**src/rtl/sort_pkg.sv**
```systemverilog
// Shared types and default sizes for the stream sort host and its sorter.
package sort_pkg;

    localparam int SORT_N     = 6;
    localparam int SORT_WIDTH = 8;

    typedef enum logic [1:0] {
        LOAD,
        ISSUE,
        WAIT,
        UNLOAD
    } host_state_t;

endpackage

```
**src/rtl/sort_stream_host.sv**
```systemverilog
// Collects N stream words into a frame, hands it to an external sorter,
// then streams the sorted frame back out in ascending order.
module sort_stream_host
    import sort_pkg::*;
#(
    parameter int N       = SORT_N,
    parameter int WIDTH   = SORT_WIDTH,
    parameter int TIMEOUT = 64
) (
    input  logic             clk,
    input  logic             rst,
    input  logic             s_valid,
    input  logic [WIDTH-1:0] s_data,
    output logic             s_ready,
    output logic             sort_start,
    output logic [WIDTH-1:0] sort_data [N],
    input  logic             sort_done,
    input  logic [WIDTH-1:0] sort_result [N],
    output logic             m_valid,
    output logic [WIDTH-1:0] m_data,
    output logic             m_last,
    input  logic             m_ready,
    output logic             busy,
    output logic             err_timeout
);

    localparam int IW = (N > 1) ? $clog2(N) : 1;
    localparam int CW = $clog2(TIMEOUT + 1);
    localparam logic [IW-1:0] LAST = IW'(N - 1);
    localparam logic [CW-1:0] TMAX = CW'(TIMEOUT);

    host_state_t      state_q, state_d;
    logic [IW-1:0]    wr_idx_q, wr_idx_d;
    logic [IW-1:0]    rd_idx_q, rd_idx_d;
    logic [CW-1:0]    cnt_q, cnt_d;
    logic             err_q, err_d;
    logic             ld_en, cap_en;
    logic [WIDTH-1:0] data_q [N];
    logic [WIDTH-1:0] buf_q  [N];

    always_ff @(posedge clk) begin
        if (rst) begin
            state_q  <= LOAD;
            wr_idx_q <= '0;
            rd_idx_q <= '0;
            cnt_q    <= '0;
            err_q    <= 1'b0;
            for (int i = 0; i < N; i++) begin
                data_q[i] <= '0;
                buf_q[i]  <= '0;
            end
        end else begin
            state_q  <= state_d;
            wr_idx_q <= wr_idx_d;
            rd_idx_q <= rd_idx_d;
            cnt_q    <= cnt_d;
            err_q    <= err_d;
            if (ld_en)
                data_q[wr_idx_q] <= s_data;
            if (cap_en)
                for (int i = 0; i < N; i++)
                    buf_q[i] <= sort_result[i];
        end
    end

    always_comb begin
        state_d  = state_q;
        wr_idx_d = wr_idx_q;
        rd_idx_d = rd_idx_q;
        cnt_d    = cnt_q;
        err_d    = err_q;
        ld_en    = 1'b0;
        cap_en   = 1'b0;
        unique case (state_q)
            LOAD: begin
                if (s_valid) begin
                    ld_en = 1'b1;
                    if (wr_idx_q == LAST) begin
                        wr_idx_d = '0;
                        state_d  = ISSUE;
                    end else begin
                        wr_idx_d = wr_idx_q + 1'b1;
                    end
                end
            end
            ISSUE: begin
                cnt_d   = '0;
                state_d = WAIT;
            end
            WAIT: begin
                // cnt_d equals the WAIT cycle number; done beats timeout
                cnt_d = (cnt_q == TMAX) ? cnt_q : cnt_q + 1'b1;
                if (sort_done) begin
                    cap_en   = 1'b1;
                    rd_idx_d = '0;
                    state_d  = UNLOAD;
                end else if (cnt_d == TMAX) begin
                    err_d    = 1'b1;
                    wr_idx_d = '0;
                    state_d  = LOAD;
                end
            end
            UNLOAD: begin
                if (m_ready) begin
                    if (rd_idx_q == LAST) begin
                        rd_idx_d = '0;
                        wr_idx_d = '0;
                        state_d  = LOAD;
                    end else begin
                        rd_idx_d = rd_idx_q + 1'b1;
                    end
                end
            end
            default: state_d = LOAD;
        endcase
    end

    assign s_ready     = (state_q == LOAD);
    assign sort_start  = (state_q == ISSUE);
    assign m_valid     = (state_q == UNLOAD);
    assign m_data      = buf_q[rd_idx_q];
    assign m_last      = m_valid && (rd_idx_q == LAST);
    assign busy        = (state_q != LOAD);
    assign err_timeout = err_q;
    assign sort_data   = data_q;

endmodule
```
**config.mk**
```make
export PLATFORM = sky130hd
export DESIGN_NAME = sort_stream_host
export DESIGN_NICKNAME = d
export VERILOG_FILES = /design/src/rtl/sort_pkg.sv /design/src/rtl/sort_stream_host.sv
export SDC_FILE = /design/constraint.sdc
export NUM_CORES = 1
export LEC_CHECK = 0
export ABC_AREA = 1
export CAP_MARGIN = 25
export CORE_MARGIN = 2
export CORE_UTILIZATION = 49
export CTS_CLUSTER_DIAMETER = 80
export DETAILED_ROUTE_END_ITERATION = 6
export PLACE_DENSITY_LB_ADDON = 0.15
export SLEW_MARGIN = 10
export SYNTH_ARGS = -nofsm -noshare
export SYNTH_HDL_FRONTEND = slang
export SYNTH_SLANG_ARGS = --single-unit
```
**constraint.sdc**
```tcl
create_clock -name clk -period 3.35 [get_ports clk]
set_input_delay 1.005 -clock clk [delete_from_list [all_inputs] [get_ports clk]]
set_output_delay 1.005 -clock clk [all_outputs]
set_load 0.01 [all_outputs]
```
-- Word-level counts from Yosys, hierarchy flattened
Memory sizes are Yosys's and may differ from the RTL's. A register that Yosys moved wholly into a read port is not among the register bits.
Index checks and enable logic that the tools add are counted.
- add/subtract/negate cells: 3
- multipliers: 0
- div/mod/pow operators: 0
- $lt $le $gt $ge: 2
- equality and inequality tests: 15
- shift operators: 0
- multiplexer cells: 40
- bitwise operators: 8
- reduce and logical (&&, ||, !) cells: 11
- operators with widths (operator ; number):
    8-bit 2-to-1 mux ; 7
    48-bit bitwise mux ; 1
    3-bit 2-to-1 mux ; 11
    8-bit demux with 3-bit select ; 1
    7-bit equality test (second input constant) ; 2
    7-bit case mux with 2 select lines ; 1
    2-bit 2-to-1 mux ; 6
    1-bit 2-to-1 mux ; 9
    3-bit case mux with 3 select lines ; 1
    2-bit inequality test (second input constant) ; 4
    2-bit case mux with 4 select lines ; 1
    7-bit by 1-bit adder with 7-bit output (second input constant) ; 1
    7-bit 2-to-1 mux ; 1
    3-bit by 1-bit adder with 3-bit output (second input constant) ; 2
    3-bit equality test (second input constant) ; 2
    2-bit by 1-bit inequality test with 1-bit output (second input constant) ; 3
    1-bit bitwise OR ; 6
    3-bit case mux with 2 select lines ; 1
    3-bit AND reduction ; 2
    6-bit AND reduction ; 1
    2-bit nonzero test ; 3
    5-bit AND reduction ; 1
    2-bit equality test (second input constant) ; 2
    4-bit >= comparator (second input constant) ; 1
    8 further kinds ; 9
- register bits after elaboration: 64
- latch bits: 0
- RAM bits: 48
- ROM bits: 0
- input bits: 61
- output and inout bits: 62
- word-level logic and storage cells: 91
- memories kept: 1
- memory list (name ; depth ; width ; read ports ; clocked after memory_dff ; write ports ; line ; text):
    buf_q ; 6 ; 8 ; 1 ; 1 ; 6 ; sort_stream_host.sv:39 ; logic [WIDTH-1:0] buf_q [N];

-- Logic depth before layout (Yosys ltp)
- depth after elaboration: 6
- gate-level depth with buffers: 14
- mapped depth without buffers: 14

-- Worst setup path after synthesis
OpenSTA, ideal clock, no wires.
- kind: input to register
- start: input rst
- end: memory buf_q[0][0] (netlist bit) (enable)
- setup time: 0.407 ns
- arrival time: 2.411 ns
- required time: 2.943 ns
- path slack: 0.533 ns
- cell stages on the path: 3
- buffers on the path: 1
- cells stage by stage: clkinv_1 > clkbuf_1 > nand2_1
- RTL lines (what ; line ; text):
    start: declaration ; sort_stream_host.sv:11 ; input logic rst,
    end: declaration ; sort_stream_host.sv:39 ;

==> flow_summary_export.csv <==
group,metric,value,unit
status,outcome,"complete, no violations",
placement,dp_hpwl,9100,um
timing,worst_clock_skew,0.0101,ns
drt,postRouteAntennaNets,0,
logic_synthesis,synthesis.area,4920,um^2
run,max-cap-violations,0,
drt,detail_routed_via_count_per_cell,5.02,
logic_synthesis,syn_nets,672,
timing,grt_setup_unrepaired,"no",
critical_path,end_kind,"output pin",
clock_tree,number_of_cts_inserted_buffers,17,
clock_tree,cts_hold_buf,0,
clock_tree,clockBufferDepth,2,
cells_and_area,nFillCells,757,
logic_synthesis,yosysMostFrequentCell,"sky130_fd_sc_hd__nor2_1",
logic_synthesis,synth_enable_flop_cells,48,
power_and_ir_drop,power.density_cell_area,552,nW/um^2
clock_tree,insertion_delay,0.51,ns
timing,maximum_clock_rate,311,MHz
logic_synthesis,netlist_top_cells_area,"sky130_fd_sc_hd__edfxtp_1, sky130_fd_sc_hd__dfxtp_1, sky130_fd_sc_hd__nor2_1",
logic_synthesis,yosys.area.top_type_share,29.3,%
logic_synthesis,flop_and_latch_count_out_of_synthesis,115,
placement,cells_after_dpl,848,
placement,place_congestion,0.909,
timing,report.final.slew_viol_count,0,
critical_path,worst-setup-path-type,"reg2out",
logic_synthesis,ys.warnings.count,0,
placement,dpl_worst_slack,0.671,ns
die,die_width,104,um
drt,remaining_drc_errors,0,
logic_synthesis,synth_top_flop_cell,"sky130_fd_sc_hd__dfxtp_1",
timing,slew_headroom,64.1,%
logic_synthesis,synthTopCellsByCount,"sky130_fd_sc_hd__nor2_1, sky130_fd_sc_hd__inv_1, sky130_fd_sc_hd__nand2_1, sky130_fd_sc_hd__dfxtp_1, sky130_fd_sc_hd__o21ai_0",
critical_path,crit_fanout,16,
global_route,via_count_of_the_first_global_routing_pass,4368,
global_route,grt_overflow_total,0,
cells_and_area,diodes,0,
clock_tree,cts.repair.resized,0,
die,top_level_ports,123,
cells_and_area,layout-area-overhead-vs-synth,40.3,%
drt,routed_wl,13000,um
drt,average_wire_length_per_cell_after_detail_routing,14.8,um
drt,detail_route.iter0.violations,203,
clock_tree,clock_tree.htree_level_count,4,
critical_path,crit_path_max_incr_delay,0.66,ns
logic_synthesis,netlist-cell-type-count,26,
power_and_ir_drop,vdd_ir_drop_max,0.439,mV
cells_and_area,net_count_final,801,
cells_and_area,fin_cells,880,
logic_synthesis,synth_simple_gate_area_share,22.2,%
die,floorplan.initialDensity,50.4,%
timing,tightestPinTransition,0.535,ns
global_route,largest_net_degree_at_the_start_of_global_routing,52,
die,placement_rows,36,
logic_synthesis,post_synth_mux_area_share,0,%
placement,port-buffer-count,122,
clock_tree,cts_tree,"done",
power_and_ir_drop,p_leak,2.91,nW
global_route,grtUsageTotal,24.4,%
die,die-area,10900,um^2
logic_synthesis,dominant_combinational_cell_family_by_area_after_synthesis,"simple AND/OR/NAND/NOR gates",
logic_synthesis,synth_top_area_cell,"sky130_fd_sc_hd__edfxtp_1",
logic_synthesis,async_s_r_ff_share_synth,0,%
critical_path,worstPathArrival,2.21,ns
logic_synthesis,ys_seq_area_share,56.5,%
clock_tree,cts_setup_buffers,0,
logic_synthesis,synth-xor-area-share,0,%
die,core-area,9770,um^2
die,die_h,104,um
logic_synthesis,synth_compound_gate_area_share,11.8,%
min_path,class_of_the_most_critical_hold_timing_path,"reg2reg",
timing,final-hold-violation-count,0,
drt,vias,4419,
critical_path,slowest_cp_cell,"sky130_fd_sc_hd__dfxtp_1",
clock_tree,cts_root_buf,"sky130_fd_sc_hd__clkbuf_8",
timing,period_minus_slack,3.22,ns
critical_path,critPathLaunchType,"flip-flop",
placement,placed_cell_area,6310,um^2
critical_path,path_cells,"a21oi_1 > a32o_1 > o22ai_1 > clkdlybuf4s50_1",
timing,setup-tns-final,0,ns
timing,final-setup-viol-count,0,
timing,layout_worst_path_cycle_share,96.1,%
drt,number_of_detailed_routing_iterations_run_before_antenna_repair,4,
clock_tree,cts_sinks,115,
cells_and_area,post_route_cells_drive_above_1_share,5.76,%
global_route,global_route_wire_length_before_repair,21000,um
logic_synthesis,syn-instance-count,605,
cells_and_area,post-route-cell-area,6910,um^2
logic_synthesis,synth_adder_area_share,1.52,%
critical_path,r2r_slack,1.47,ns
global_route,grt_antenna_before_repair,0,
critical_path,cp.required,2.34,ns
logic_synthesis,mapped_avg_cell_area,8.14,um^2
timing,setup_slack,0.132,ns
clock_tree,clk_transition_reported_paths,0.06,ns
## worst paths after layout
check	startpoint	endpoint	cells past startpoint
min reg2reg	err_timeout	err_timeout	1
min	err_timeout	err_timeout	1
max reg2reg	state_q[1]	sort_data[39]	7
max	flip-flop	m_data[0]	4
## where the power goes
group | internal, mW | total (mW) | switching (mW)
clock | 1.14 | 1.80 | 0.661
combinational | 0.218 | 0.433 | 0.215
sequential | 1.54 | 1.58 | 0.0448
## flip-flops by register name (all words and copies together), names as in the netlist, named ones only
signal / cells
err_timeout: 1
wr_idx_q: 3
sort_data: 48
rd_idx_q: 3
buf_q: 48
cnt_q: 7
state_q: 2
## through the flow
step	hold WS [ns]	util, %	total power [mW]
final	0.475	70.7	3.81
after global routing	0.506	70.7	3.95
after CTS	0.481	70.7	3.83
after detailed placement	0.455	64.6	2.04
after global placement	0.457	64.6	2.03
after floorplan	0.452	-	1.78
## cells by family after synthesis
logic type	Yosys count
DFF	115
AOI/OAI and AO/OA	104
adders and majority gates	6
and+or+nand+nor	278
buffers and inverters	102
## cell type report
class / count / area, um^2 / share of cell area [%]
Sequential cell: 115 / 2780 / 40.3
Multi-Input combinational cell: 388 / 1750 / 25.4
Timing Repair Buffer: 130 / 1310 / 18.9
Clock buffer: 17 / 414 / 5.99
Inverter: 82 / 308 / 4.45
Clock inverter: 15 / 180 / 2.61
Tap cell: 133 / 166 / 2.41
## routing by layer
metal	vias to the layer above	wire length, um	GRT usage, %
li1	2207	-	-
met1	2053	5370	28.1
met2	133	6620	42.6
met3	26	619	5.95
met4	0	386	12.0
met5	-	0	0
## worst max-delay path: cells and delay by family (launching register included)
| kind | cells | cell delay (ns) |
|---|---|---|
| AO/OA/AOI/OAI | 3 | 0.49 |
| buffers and inverters | 1 | 0.57 |
| flip-flops | 1 | 0.66 |
## placed cells by master, fill, tap and decap left out
cell                              count
sky130_fd_sc_hd__nand2_1             72
sky130_fd_sc_hd__nor3_1               3
sky130_fd_sc_hd__clkinv_1             3
sky130_fd_sc_hd__inv_1               81
sky130_fd_sc_hd__clkbuf_8             1
sky130_fd_sc_hd__o21bai_1             1
sky130_fd_sc_hd__or2_2                1
sky130_fd_sc_hd__nand3_1             18
sky130_fd_sc_hd__inv_6                4
sky130_fd_sc_hd__buf_12               2
sky130_fd_sc_hd__nand2_2              3
sky130_fd_sc_hd__clkbuf_16           16
sky130_fd_sc_hd__clkinv_4             2
sky130_fd_sc_hd__o21ai_0             61
sky130_fd_sc_hd__ha_1                 6
sky130_fd_sc_hd__bufinv_16            3
sky130_fd_sc_hd__a32o_1               8
sky130_fd_sc_hd__dfxtp_1             67
sky130_fd_sc_hd__clkinvlp_4           4
sky130_fd_sc_hd__o211ai_1             1
sky130_fd_sc_hd__o22ai_1              8
sky130_fd_sc_hd__o21a_1               1
sky130_fd_sc_hd__o211a_1              1
sky130_fd_sc_hd__nand3b_1             1
sky130_fd_sc_hd__edfxtp_1            48
sky130_fd_sc_hd__nor2_1             176
sky130_fd_sc_hd__a21oi_1             23
sky130_fd_sc_hd__nand4_1              3
sky130_fd_sc_hd__nor2_2               1
sky130_fd_sc_hd__buf_4                6
sky130_fd_sc_hd__clkdlybuf4s50_1    122
No activity file was read; power rests on OpenSTA's default activity.
